===== src/rtl/pointcloud_stream_mux_if.sv =====
// ---------------------------------------------------------------------------
// pointcloud_stream_mux_if
//
// Signal bundle for the point-cloud stream multiplexer.
//
// Parameters
//   WIDTH  data width of one channel
//   N_CH   number of input channels
//   SEL_W  width of the channel select / channel index
//
// Signals
//   in_data   N_CH*WIDTH  packed channel data, channel c at [c*WIDTH +: WIDTH]
//   in_valid  N_CH        per-channel beat valid
//   in_last   N_CH        per-channel end-of-packet, qualified by in_valid
//   in_ready  N_CH        per-channel accept (one-hot or zero)
//   sel       SEL_W       external channel select (used when rr_en = 0)
//   rr_en     1           1 = round-robin arbitration, 0 = external select
//   out_data  WIDTH       registered output data
//   out_valid 1           output beat valid
//   out_last  1           output end-of-packet
//   out_ch    SEL_W       source channel of the current output beat
//   out_ready 1           downstream accept
//
// Modports
//   slave   the mux side facing the upstream channels (plus mode controls)
//   master  the mux side driving the merged downstream stream
// ---------------------------------------------------------------------------
interface pointcloud_stream_mux_if #(
  parameter int WIDTH = 8,
  parameter int N_CH  = 3,
  parameter int SEL_W = 2
);
  logic [N_CH*WIDTH-1:0] in_data;
  logic [N_CH-1:0]       in_valid;
  logic [N_CH-1:0]       in_last;
  logic [N_CH-1:0]       in_ready;
  logic [SEL_W-1:0]      sel;
  logic                  rr_en;

  logic [WIDTH-1:0]      out_data;
  logic                  out_valid;
  logic                  out_last;
  logic [SEL_W-1:0]      out_ch;
  logic                  out_ready;

  modport slave (
    input  in_data,
    input  in_valid,
    input  in_last,
    input  sel,
    input  rr_en,
    output in_ready
  );

  modport master (
    output out_data,
    output out_valid,
    output out_last,
    output out_ch,
    input  out_ready
  );
endinterface


===== src/rtl/pointcloud_stream_mux.sv =====
// ---------------------------------------------------------------------------
// pointcloud_stream_mux
//
// Merges N_CH valid/ready sample streams (depth, colour, alpha matte, ...)
// into one registered downstream stream. The source channel is picked either
// from an external select or by a round-robin arbiter, and once a packet has
// started its channel stays granted until the beat carrying `last` has been
// transferred.
//
// Ports
//   Clk    rising-edge clock
//   Rst_n  asynchronous, active-low reset
//   s_in   upstream side: in_data/in_valid/in_last/in_ready, sel, rr_en
//   m_out  downstream side: out_data/out_valid/out_last/out_ch, out_ready
//
// Behaviour summary
//   - IDLE: the candidate channel is re-evaluated every cycle (sel, or the
//     first valid channel at or after rr_ptr when rr_en = 1).
//   - LOCKED: the grant is pinned to lock_ch; sel/rr_en are ignored and a
//     channel that drops in_valid mid-packet is simply waited for.
//   - The output register is a single stage (no skid buffer): a new beat can
//     be accepted only when the register is empty or being drained.
//   - Every transfer that carries last moves rr_ptr to the channel after the
//     one that just finished, in both arbitration modes.
// ---------------------------------------------------------------------------
module pointcloud_stream_mux #(
  parameter int WIDTH = 8,
  parameter int N_CH  = 3,
  parameter int SEL_W = 2
) (
  input  logic                    Clk,
  input  logic                    Rst_n,
  pointcloud_stream_mux_if.slave  s_in,
  pointcloud_stream_mux_if.master m_out
);

  // -------------------------------------------------------------------------
  // FSM encoding
  // -------------------------------------------------------------------------
  localparam logic [0:0] ST_IDLE   = 1'b0;
  localparam logic [0:0] ST_LOCKED = 1'b1;

  localparam logic [SEL_W-1:0] LAST_CH = SEL_W'(N_CH - 1);

  // -------------------------------------------------------------------------
  // State
  // -------------------------------------------------------------------------
  logic [0:0]       state;
  logic [SEL_W-1:0] lock_ch;
  logic [SEL_W-1:0] rr_ptr;

  logic [WIDTH-1:0] out_data_q;
  logic             out_valid_q;
  logic             out_last_q;
  logic [SEL_W-1:0] out_ch_q;

  // -------------------------------------------------------------------------
  // Combinational arbitration
  // -------------------------------------------------------------------------
  logic             cand_vld;
  logic [SEL_W-1:0] cand_ch;
  logic             grant_vld;
  logic [SEL_W-1:0] grant_ch;
  logic             can_accept;
  logic [N_CH-1:0]  in_ready_c;
  logic             xfer;
  logic             xfer_last;
  logic [WIDTH-1:0] xfer_data;
  logic [SEL_W-1:0] rr_next;

  // Channel index rr_ptr + off, wrapped into 0..N_CH-1. Both operands are
  // already below N_CH, so one conditional subtract is enough.
  function automatic int wrap_add(input int base, input int off);
    int sum;
    sum = base + off;
    return (sum >= N_CH) ? sum - N_CH : sum;
  endfunction

  // IDLE candidate. In round-robin mode the loop walks the offsets from the
  // far end back towards rr_ptr, so the last write wins and that is the
  // closest valid channel at or after rr_ptr.
  always_comb begin
    // NOTE: every signal written in a combinational block gets a default
    // first, so no path leaves it unassigned and no latch is inferred.
    cand_vld = 1'b0;
    cand_ch  = '0;
    if (!s_in.rr_en) begin
      if (int'(s_in.sel) < N_CH) begin
        cand_vld = 1'b1;
        cand_ch  = s_in.sel;
      end
    end else begin
      for (int i = N_CH - 1; i >= 0; i--) begin
        if (s_in.in_valid[wrap_add(int'(rr_ptr), i)]) begin
          cand_vld = 1'b1;
          cand_ch  = SEL_W'(wrap_add(int'(rr_ptr), i));
        end
      end
    end
  end

  // A locked packet overrides whatever the select / arbiter would pick.
  always_comb begin
    grant_vld = cand_vld;
    grant_ch  = cand_ch;
    if (state == ST_LOCKED) begin
      grant_vld = 1'b1;
      grant_ch  = lock_ch;
    end
  end

  // The single output stage can take a beat when it is empty or draining.
  // Rst_n gates it so in_ready is all-zero for the whole reset window.
  assign can_accept = Rst_n && (!out_valid_q || m_out.out_ready);

  always_comb begin
    in_ready_c = '0;
    xfer       = 1'b0;
    xfer_last  = 1'b0;
    xfer_data  = '0;
    for (int c = 0; c < N_CH; c++) begin
      if (grant_vld && (grant_ch == SEL_W'(c))) begin
        in_ready_c[c] = can_accept;
        xfer          = can_accept && s_in.in_valid[c];
        xfer_last     = s_in.in_last[c];
        xfer_data     = s_in.in_data[c*WIDTH +: WIDTH];
      end
    end
  end

  assign s_in.in_ready = in_ready_c;

  assign rr_next = (grant_ch == LAST_CH) ? '0 : grant_ch + SEL_W'(1);

  // -------------------------------------------------------------------------
  // Output register
  // -------------------------------------------------------------------------
  always_ff @(posedge Clk or negedge Rst_n) begin
    // NOTE: state registers use non-blocking assignments so every register
    // samples pre-edge values regardless of statement order.
    if (!Rst_n) begin
      out_valid_q <= 1'b0;
      out_last_q  <= 1'b0;
      out_data_q  <= '0;
      out_ch_q    <= '0;
    end else if (xfer) begin
      out_valid_q <= 1'b1;
      out_last_q  <= xfer_last;
      out_data_q  <= xfer_data;
      out_ch_q    <= grant_ch;
    end else if (m_out.out_ready) begin
      // Beat drained with nothing to replace it; payload fields just hold.
      out_valid_q <= 1'b0;
    end
  end

  assign m_out.out_data  = out_data_q;
  assign m_out.out_valid = out_valid_q;
  assign m_out.out_last  = out_last_q;
  assign m_out.out_ch    = out_ch_q;

  // -------------------------------------------------------------------------
  // Packet lock FSM and round-robin pointer
  // -------------------------------------------------------------------------
  always_ff @(posedge Clk or negedge Rst_n) begin
    if (!Rst_n) begin
      state   <= ST_IDLE;
      lock_ch <= '0;
      rr_ptr  <= '0;
    end else if (xfer) begin
      if (xfer_last) begin
        // Packet finished (including single-beat packets): unlock and hand
        // priority to the next channel.
        state  <= ST_IDLE;
        rr_ptr <= rr_next;
      end else begin
        state   <= ST_LOCKED;
        lock_ch <= grant_ch;
      end
    end
  end

endmodule

===== src/flat_wrapper.sv =====
// flat-port wrapper written by rule: the top's interface ports become plain ports
module pointcloud_stream_mux_flat 
#(
  parameter int WIDTH = 8,
  parameter int N_CH  = 3,
  parameter int SEL_W = 2
)
  (Clk, Rst_n, s_in_in_data, s_in_in_valid, s_in_in_last, s_in_sel, s_in_rr_en, s_in_in_ready, m_out_out_data, m_out_out_valid, m_out_out_last, m_out_out_ch, m_out_out_ready);
  pointcloud_stream_mux_if #(.WIDTH(WIDTH), .N_CH(N_CH), .SEL_W(SEL_W)) s_in_i ();
  pointcloud_stream_mux_if #(.WIDTH(WIDTH), .N_CH(N_CH), .SEL_W(SEL_W)) m_out_i ();
  input  logic Clk;
  input  logic Rst_n;
  input wire logic [$bits(s_in_i.in_data)-1:0] s_in_in_data;
  input wire logic [$bits(s_in_i.in_valid)-1:0] s_in_in_valid;
  input wire logic [$bits(s_in_i.in_last)-1:0] s_in_in_last;
  input wire logic [$bits(s_in_i.sel)-1:0] s_in_sel;
  input wire logic [$bits(s_in_i.rr_en)-1:0] s_in_rr_en;
  output wire logic [$bits(s_in_i.in_ready)-1:0] s_in_in_ready;
  output wire logic [$bits(m_out_i.out_data)-1:0] m_out_out_data;
  output wire logic [$bits(m_out_i.out_valid)-1:0] m_out_out_valid;
  output wire logic [$bits(m_out_i.out_last)-1:0] m_out_out_last;
  output wire logic [$bits(m_out_i.out_ch)-1:0] m_out_out_ch;
  input wire logic [$bits(m_out_i.out_ready)-1:0] m_out_out_ready;
  assign s_in_i.in_data = s_in_in_data;
  assign s_in_i.in_valid = s_in_in_valid;
  assign s_in_i.in_last = s_in_in_last;
  assign s_in_i.sel = s_in_sel;
  assign s_in_i.rr_en = s_in_rr_en;
  assign s_in_in_ready = s_in_i.in_ready;
  assign m_out_out_data = m_out_i.out_data;
  assign m_out_out_valid = m_out_i.out_valid;
  assign m_out_out_last = m_out_i.out_last;
  assign m_out_out_ch = m_out_i.out_ch;
  assign m_out_i.out_ready = m_out_out_ready;
  pointcloud_stream_mux #(.WIDTH(WIDTH), .N_CH(N_CH), .SEL_W(SEL_W)) u_core (.Clk(Clk), .Rst_n(Rst_n), .s_in(s_in_i), .m_out(m_out_i));
endmodule

===== config.mk =====
export PLATFORM = sky130hd
export DESIGN_NAME = pointcloud_stream_mux_flat
export DESIGN_NICKNAME = d
export VERILOG_FILES = /design/src/rtl/pointcloud_stream_mux_if.sv /design/src/rtl/pointcloud_stream_mux.sv /design/src/flat_wrapper.sv
export SDC_FILE = /design/constraint.sdc
export NUM_CORES = 1
export LEC_CHECK = 0
export ABC_CLOCK_PERIOD_IN_PS = 2700
export CORE_UTILIZATION = 39
export DETAILED_ROUTE_END_ITERATION = 7
export GPL_TIMING_DRIVEN = 1
export HOLD_SLACK_MARGIN = 0.15
export PLACE_DENSITY = 0.87
export SETUP_SLACK_MARGIN = 0.15
export SLEW_MARGIN = 20
export SYNTH_ARGS = -nofsm -noshare
export SYNTH_HDL_FRONTEND = slang
export SYNTH_SLANG_ARGS = --single-unit

===== constraint.sdc =====
create_clock -name Clk -period 2.7 [get_ports Clk]
set_input_delay 0.54 -clock Clk [delete_from_list [all_inputs] [get_ports Clk]]
set_output_delay 0.54 -clock Clk [all_outputs]
set_load 0.02 [all_outputs]

Yosys cells after proc, flatten, opt, wreduce, memory -nomap -nowiden

Index checks and enable logic that the tools add are counted.

Eq/ne operators: 2
Mux-type cells: 40
Bitwise gates (word level): 1
Order comparisons: 7
Reduce and logical (&&, ||, !) cells: 13
Add/sub/neg operators: 6

Operators with widths:

| cell                    | number |
|---|---|
| $lt A32 B4 Y1 const B   | 3 |
| $mux W32                | 3 |
| $ge A32 B3 Y1 const B   | 2 |
| $sub A32 B3 Y32 const B | 2 |
| $mux W1                 | 24 |
| $mux W8                 | 3 |
| $mux W2                 | 7 |
| $logic_and A1 B1 Y1     | 7 |
| $bmux W1 S2             | 3 |
| $reduce_and A2 Y1       | 2 |
| $add A2 B1 Y3 const B   | 1 |
| $add A2 B2 Y3 const B   | 1 |
| $sub A2 B2 Y3 const B   | 1 |
| $add A2 B1 Y2 const B   | 1 |
| $eq A2 B1 Y1 const B    | 1 |
| $eq A2 B2 Y1 const B    | 1 |
| $ge A2 B2 Y1 const B    | 1 |
| $logic_not A2 Y1        | 1 |
| $lt A2 B2 Y1 const B    | 1 |
| $reduce_bool A2 Y1      | 1 |
| $logic_not A1 Y1        | 1 |
| $logic_or A1 B1 Y1      | 1 |
| $not A1 Y1              | 1 |

Register bits after elaboration: 17
Output and inout port bits: 15

Depth between registers and ports, before layout

Word-level depth: 18
Gate-level depth with buffers: 11
Mapped depth without buffers: 9

Worst setup path before layout

Ideal clock, no wire load.

Kind: reg-to-output
From: register u_core.rr_ptr[0]
To: output port s_in_in_ready[0]
Required time: 2.160 ns
Path buffers: 1
Arrival: 2.194 ns
Slack: -0.034 ns
Stages on the path, launching flop included: 9
Cells stage by stage: dfrtp_1 -> inv_1 -> ha_1 -> nor2b_1 -> a211o_1 -> a31oi_4 -> nor2_2 -> clkbuf_1 -> nor3_1

Longest elaborated chain between the ends: 14
Elaborated cells on any way between the ends: 33
Classes of those cells: add/sub: 5; order compare: 3; mux: 23; reduce/logical: 2

Ends and longest elaborated chain:

| element                                          | RTL line                     | RTL |
|---|---|---|
| start, declared                                  | pointcloud_stream_mux.sv:50  | `logic [SEL_W-1:0] rr_ptr;` |
| start signal, assigned                           | pointcloud_stream_mux.sv:175 | `rr_ptr <= rr_next;` |
| $add A2 B2 Y3                                    | pointcloud_stream_mux.sv:75  | `sum = base + off;` |
| $sub A32 B3 Y32 or $ge A32 B3 Y1 (tied branches) | pointcloud_stream_mux.sv:76  | `return (sum >= N_CH) ? sum - N_CH : sum;` |
| $mux W32                                         | pointcloud_stream_mux.sv:76  |  |
| $bmux W1 S2                                      | pointcloud_stream_mux.sv:94  | `if (s_in.in_valid[wrap_add(int'(rr_ptr), i)]) begin` |
| $mux W1 (not written as such) (2 in a row)       | pointcloud_stream_mux.sv:94  |  |
| $mux W2 (3 in a row)                             | pointcloud_stream_mux.sv:94  |  |
| $mux W2                                          | pointcloud_stream_mux.sv:87  | `if (!s_in.rr_en) begin` |
| $mux W2                                          | pointcloud_stream_mux.sv:106 | `if (state == ST_LOCKED) begin` |
| $logic_not A2 Y1                                 | pointcloud_stream_mux.sv:122 | `if (grant_vld && (grant_ch == SEL_W'(c))) begin` |
| $logic_and A1 B1 Y1 (*)                          | pointcloud_stream_mux.sv:122 |  |
| $mux W1 (*)                                      | pointcloud_stream_mux.sv:122 |  |
| end, declared                                    | flat_wrapper.sv:18           | `output wire logic [$bits(s_in_i.in_ready)-1:0] s_in_in_ready;` |

Every way passes the cells marked *; elsewhere a longest branch is shown, timed or not. The select of a mux whose other input is x is not followed.

Worst setup path after layout

From: input port s_in_in_valid[1]
To: register u_core.out_data_q[6], in the netlist u_core.m_out.out_data[6]

Longest elaborated chain between the ends: 13
Elaborated cells on any way between the ends: 32
Classes of those cells: eq/ne: 2; mux: 25; reduce/logical: 5

Ends and longest elaborated chain:

| element                                         | RTL line                     | RTL |
|---|---|---|
| start, declared                                 | flat_wrapper.sv:14           | `input wire logic [$bits(s_in_i.in_valid)-1:0] s_in_in_valid;` |
| $bmux W1 S2                                     | pointcloud_stream_mux.sv:94  |  |
| $mux W1 (not written as such) (2 in a row)      | pointcloud_stream_mux.sv:94  |  |
| $mux W2 (3 in a row)                            | pointcloud_stream_mux.sv:94  |  |
| $mux W2                                         | pointcloud_stream_mux.sv:87  |  |
| $mux W2                                         | pointcloud_stream_mux.sv:106 |  |
| $logic_not A2 Y1                                | pointcloud_stream_mux.sv:122 |  |
| $logic_and A1 B1 Y1                             | pointcloud_stream_mux.sv:122 |  |
| $mux W8 or $mux W1 (tied branches) (3 in a row) | pointcloud_stream_mux.sv:122 |  |
| end signal, assigned                            | pointcloud_stream_mux.sv:149 | `out_data_q <= xfer_data;` |
| end, declared                                   | pointcloud_stream_mux.sv:52  | `logic [WIDTH-1:0] out_data_q;` |

Parallel ways exist; a longest one is shown, timed or not. The select of a mux whose other input is x is not followed.
A chain may end at the register's enable or synchronous reset.

==> metrics.csv <==
stage,metric,value,unit
placement,gp_congestion,0.849,
global_route,antenna_found_initial,0,
run_status,violations,negative setup slack,
cells_and_area,post-route-util,0.758,
hold_path,hold_path.class,register to register,
critical_path,cpMaxStageDelayCell,or4b_4,
logic_synthesis,netlist_area,1310,µm²
hold_path,min_from,u_core.m_out.out_last,
clock_network,cts_tree,done,
logic_synthesis,syn_avg_cell_area,9.59,µm²
logic_synthesis,synth.distinct_cells,44,
cells_and_area,drive_gt1_frac,0.409,
logic_synthesis,synth.area.top_cells,"dfrtp_1 (32%), mux2_2 (7.7%), a22o_1 (6.7%), o2bb2ai_1 (5.3%), o21ai_0 (5.0%)",
sta,final.setup.tns,-1.33,ns
logic_synthesis,synth_warnings,0,
routing,routed_wl,4900,µm
clock_network,cts.sinks,17,
routing,antenna_left,0,
sta,worst-slew-pin-transition,0.399,ns
die,die-area,3600,µm²
clock_network,clk_latency,0.31,ns
placement,preCtsSetupSlack,-0.479,ns
sta,fin_crit,2.83,ns
logic_synthesis,synthMostInstantiatedCell,dfrtp_1,
critical_path,rr_worst_depth,11,
die,io_pins,51,
placement,post-dp-hpwl,3370,µm
sta,fin_ws,-0.125,ns
critical_path,critPathBufInv,2,
routing,vias,1551,
sta,rsz0062_at_grt,yes,
routing,first_pass_iters,4,
clock_network,cts_max_path_buffers,2,
critical_path,reg2reg_slack,-0.11,ns
sta,slew_violations,0,
critical_path,slowest_delay,0.62,ns
cells_and_area,final_area,2370,µm²
logic_synthesis,yosysTopAreaCell,dfrtp_1,
die,rows,20,
routing,wire_per_inst,18.2,µm
placement,portBuffers,50,
flow_run,cap_violations,0,
global_route,grt_usage,0.242,
global_route,grt_max_degree,18,
logic_synthesis,synth-edff-count,0,
sta,setup_viol,17,
routing,drt_iter0_drc,56,
clock_network,cts_root_buf,clkbuf_4,
logic_synthesis,ys_ff_latch,17,
power,vdd_ir_drop_max,641,µV
die,dieHeight,60.0,µm
sta,fin_hold_ws,0.520,ns
critical_path,crit_arrival,3.02,ns
logic_synthesis,synth-main-ff-cell,dfrtp_1,
cells_and_area,nNetsFinal,265,
clock_network,cts-htree-levels,1,
logic_synthesis,syn_inst,137,
critical_path,critPathMaxFanout,8,
power,p_leak,0.00106,µW
critical_path,crit_path_start_kind,input pin,
critical_path,crit_chain,clkdlybuf4s50_1 -> mux2i_1 -> o221ai_2 -> a21o_2 -> nand2_2 -> buf_4 -> or4b_4 -> nand2_8 -> mux2_4,
die,start_util,0.420,
logic_synthesis,synth_commonest_cells,"dfrtp_1 (17), o21ai_0 (13), a22o_1 (10)",
global_route,grt_pass1_vias,1472,
routing,vias_per_cell,5.77,
logic_synthesis,yosysSeqAreaShare,0.324,
cells_and_area,n_antenna_cell,0,
logic_synthesis,yosysTopAreaCellShare,0.324,
logic_synthesis,synth-async-reset-ratio,1.00,
critical_path,worst-endpoint-required,2.90,ns
clock_network,clk_pin_slew_worst_paths,0.10,ns
sta,post-route-period-util,1.05,
critical_path,end_kind,register,
die,die_w,60.0,µm
die,placeableCoreArea,3130,µm²
sta,slew_headroom,0.733,
global_route,globalRoute.totalOverflow,0,
sta,max_freq,354,MHz
critical_path,critical-path-top-delay-family,simple AND/OR/NAND/NOR gates,
critical_path,reg2reg_from,u_core.rr_ptr[0],
power,power_per_cell_area,1200,nW/µm²
clock_network,cts_made_buffers,3,
sta,hold_viol_final,0,
hold_path,hold_path_depth,2,
hold_path,hold_end,u_core.m_out.out_last,
routing,drc,0,
critical_path,reg2reg_to,u_core.m_out.out_data[6],
cells_and_area,syn2layout_area_growth,80.4,%
logic_synthesis,synthesis.nets,176,
global_route,grt_pass1_wl,6520,µm
clock_network,ctsHoldBuffers,0,
placement,placed_area,2080,µm²
run_status,status,"finished, violations left",
sta,fin_skew,0.00533,ns
critical_path,worstSetupPathType,input pin to register,
layer usage:
metal  wire length [µm]  track usage  vias to the layer above
met1               1760        0.269                      781
met4                 92       0.0598                        0
met5                  0            0                        -
met2               2810        0.478                       64
li1                   -            -                      691
met3                235       0.0281                       15
kinds of logic after synthesis:
family,after synthesis,synth area share
AOI/OAI and AO/OA,55,0.328
muxes,14,0.116
buffers and inverters,14,0.0467
adders and majority gates,3,0.0286
and+or+nand+nor,34,0.157
DFF,17,0.324
where the power goes:
group / switching [µW] / total (µW) / internal (µW)
registers: 97.7 / 475 / 377
logic: 1040 / 2220 / 1180
clock network: 84.7 / 140 / 55.4
state kept, by name, summed over array words and instances, names as in the netlist:
| name | flops |
|---|---|
| u_core.m_out.out_data | 8 |
| u_core.state | 1 |
| u_core.lock_ch | 2 |
| u_core.m_out.out_last | 1 |
| u_core.m_out.out_valid | 1 |
| u_core.m_out.out_ch | 2 |
| u_core.rr_ptr | 2 |
cells in the final DEF (no fill, tap or decap), types with 2 or more instances in the layout:
| cell | n |
|---|---|
| nand2_2 | 2 |
| inv_2 | 3 |
| o2bb2ai_1 | 8 |
| and2_1 | 2 |
| mux2i_1 | 3 |
| mux2_4 | 9 |
| a22o_1 | 10 |
| inv_1 | 3 |
| nand2_1 | 7 |
| o21ai_0 | 10 |
| nor2b_1 | 4 |
| ha_4 | 3 |
| nor2b_4 | 2 |
| buf_6 | 5 |
| nor3_2 | 2 |
| o211ai_1 | 3 |
| clkdlybuf4s50_1 | 43 |
| buf_4 | 40 |
| a21o_1 | 4 |
| clkbuf_4 | 3 |
| dfrtp_1 | 16 |
| dlymetal6s2s_1 | 4 |
| nand2b_1 | 3 |
| o21ai_1 | 2 |
| nand4_1 | 2 |
| a21oi_1 | 3 |
how the worst max path moves through the flow:
stage               slack [ns]              from                  endpoint  cells after the start
CTS                       -0.1  u_core.rr_ptr[0]         u_core.lock_ch[0]                     10
finish                   -0.13  s_in_in_valid[1]  u_core.m_out.out_data[6]                      9
detailed placement       -0.48  s_in_in_valid[0]  u_core.m_out.out_data[5]                      9
global placement         -0.44  s_in_in_valid[0]          s_in_in_ready[1]                      7
global route             -0.17  s_in_in_valid[1]  u_core.m_out.out_data[3]                     10
floorplan                 0.14  u_core.rr_ptr[1]         u_core.lock_ch[0]                     10
through the flow:
stage               power [µW]  std cells
finish                    2840        269
CTS                       2590        262
global route              2960        269
floorplan                 1500        137
detailed placement        2200        252
global placement          2110        252
repair_timing:
action / 4_1_cts / 5_1_grt
buffers inserted: 6 / 7
pin swaps: 10 / 14
setup endpoints to repair: 20 / 20
hold endpoints to repair: 0 / 0
gates resized for setup: 43 / 19
worst reg2reg max path: stages (launching register included):
cell and delay, ns:
dfrtp_1 0.42, buf_6 0.13, ha_4 0.18, buf_6 0.13, a21bo_2 0.20, a21o_1 0.14
nand4_1 0.15, o21ai_2 0.13, buf_6 0.15, or4b_4 0.57, nand2_8 0.17, mux2_4 0.33
cell type report:
type | instances | area, µm²
clock buffer | 3 | 22.5
clock inverter | 1 | 5.00
fill | 197 | 758
inverter | 6 | 22.5
multi-input combinational | 106 | 1000
sequential | 17 | 427
tap | 44 | 55.1
timing repair buffer | 92 | 837
Power figures use the tool's default switching activity.
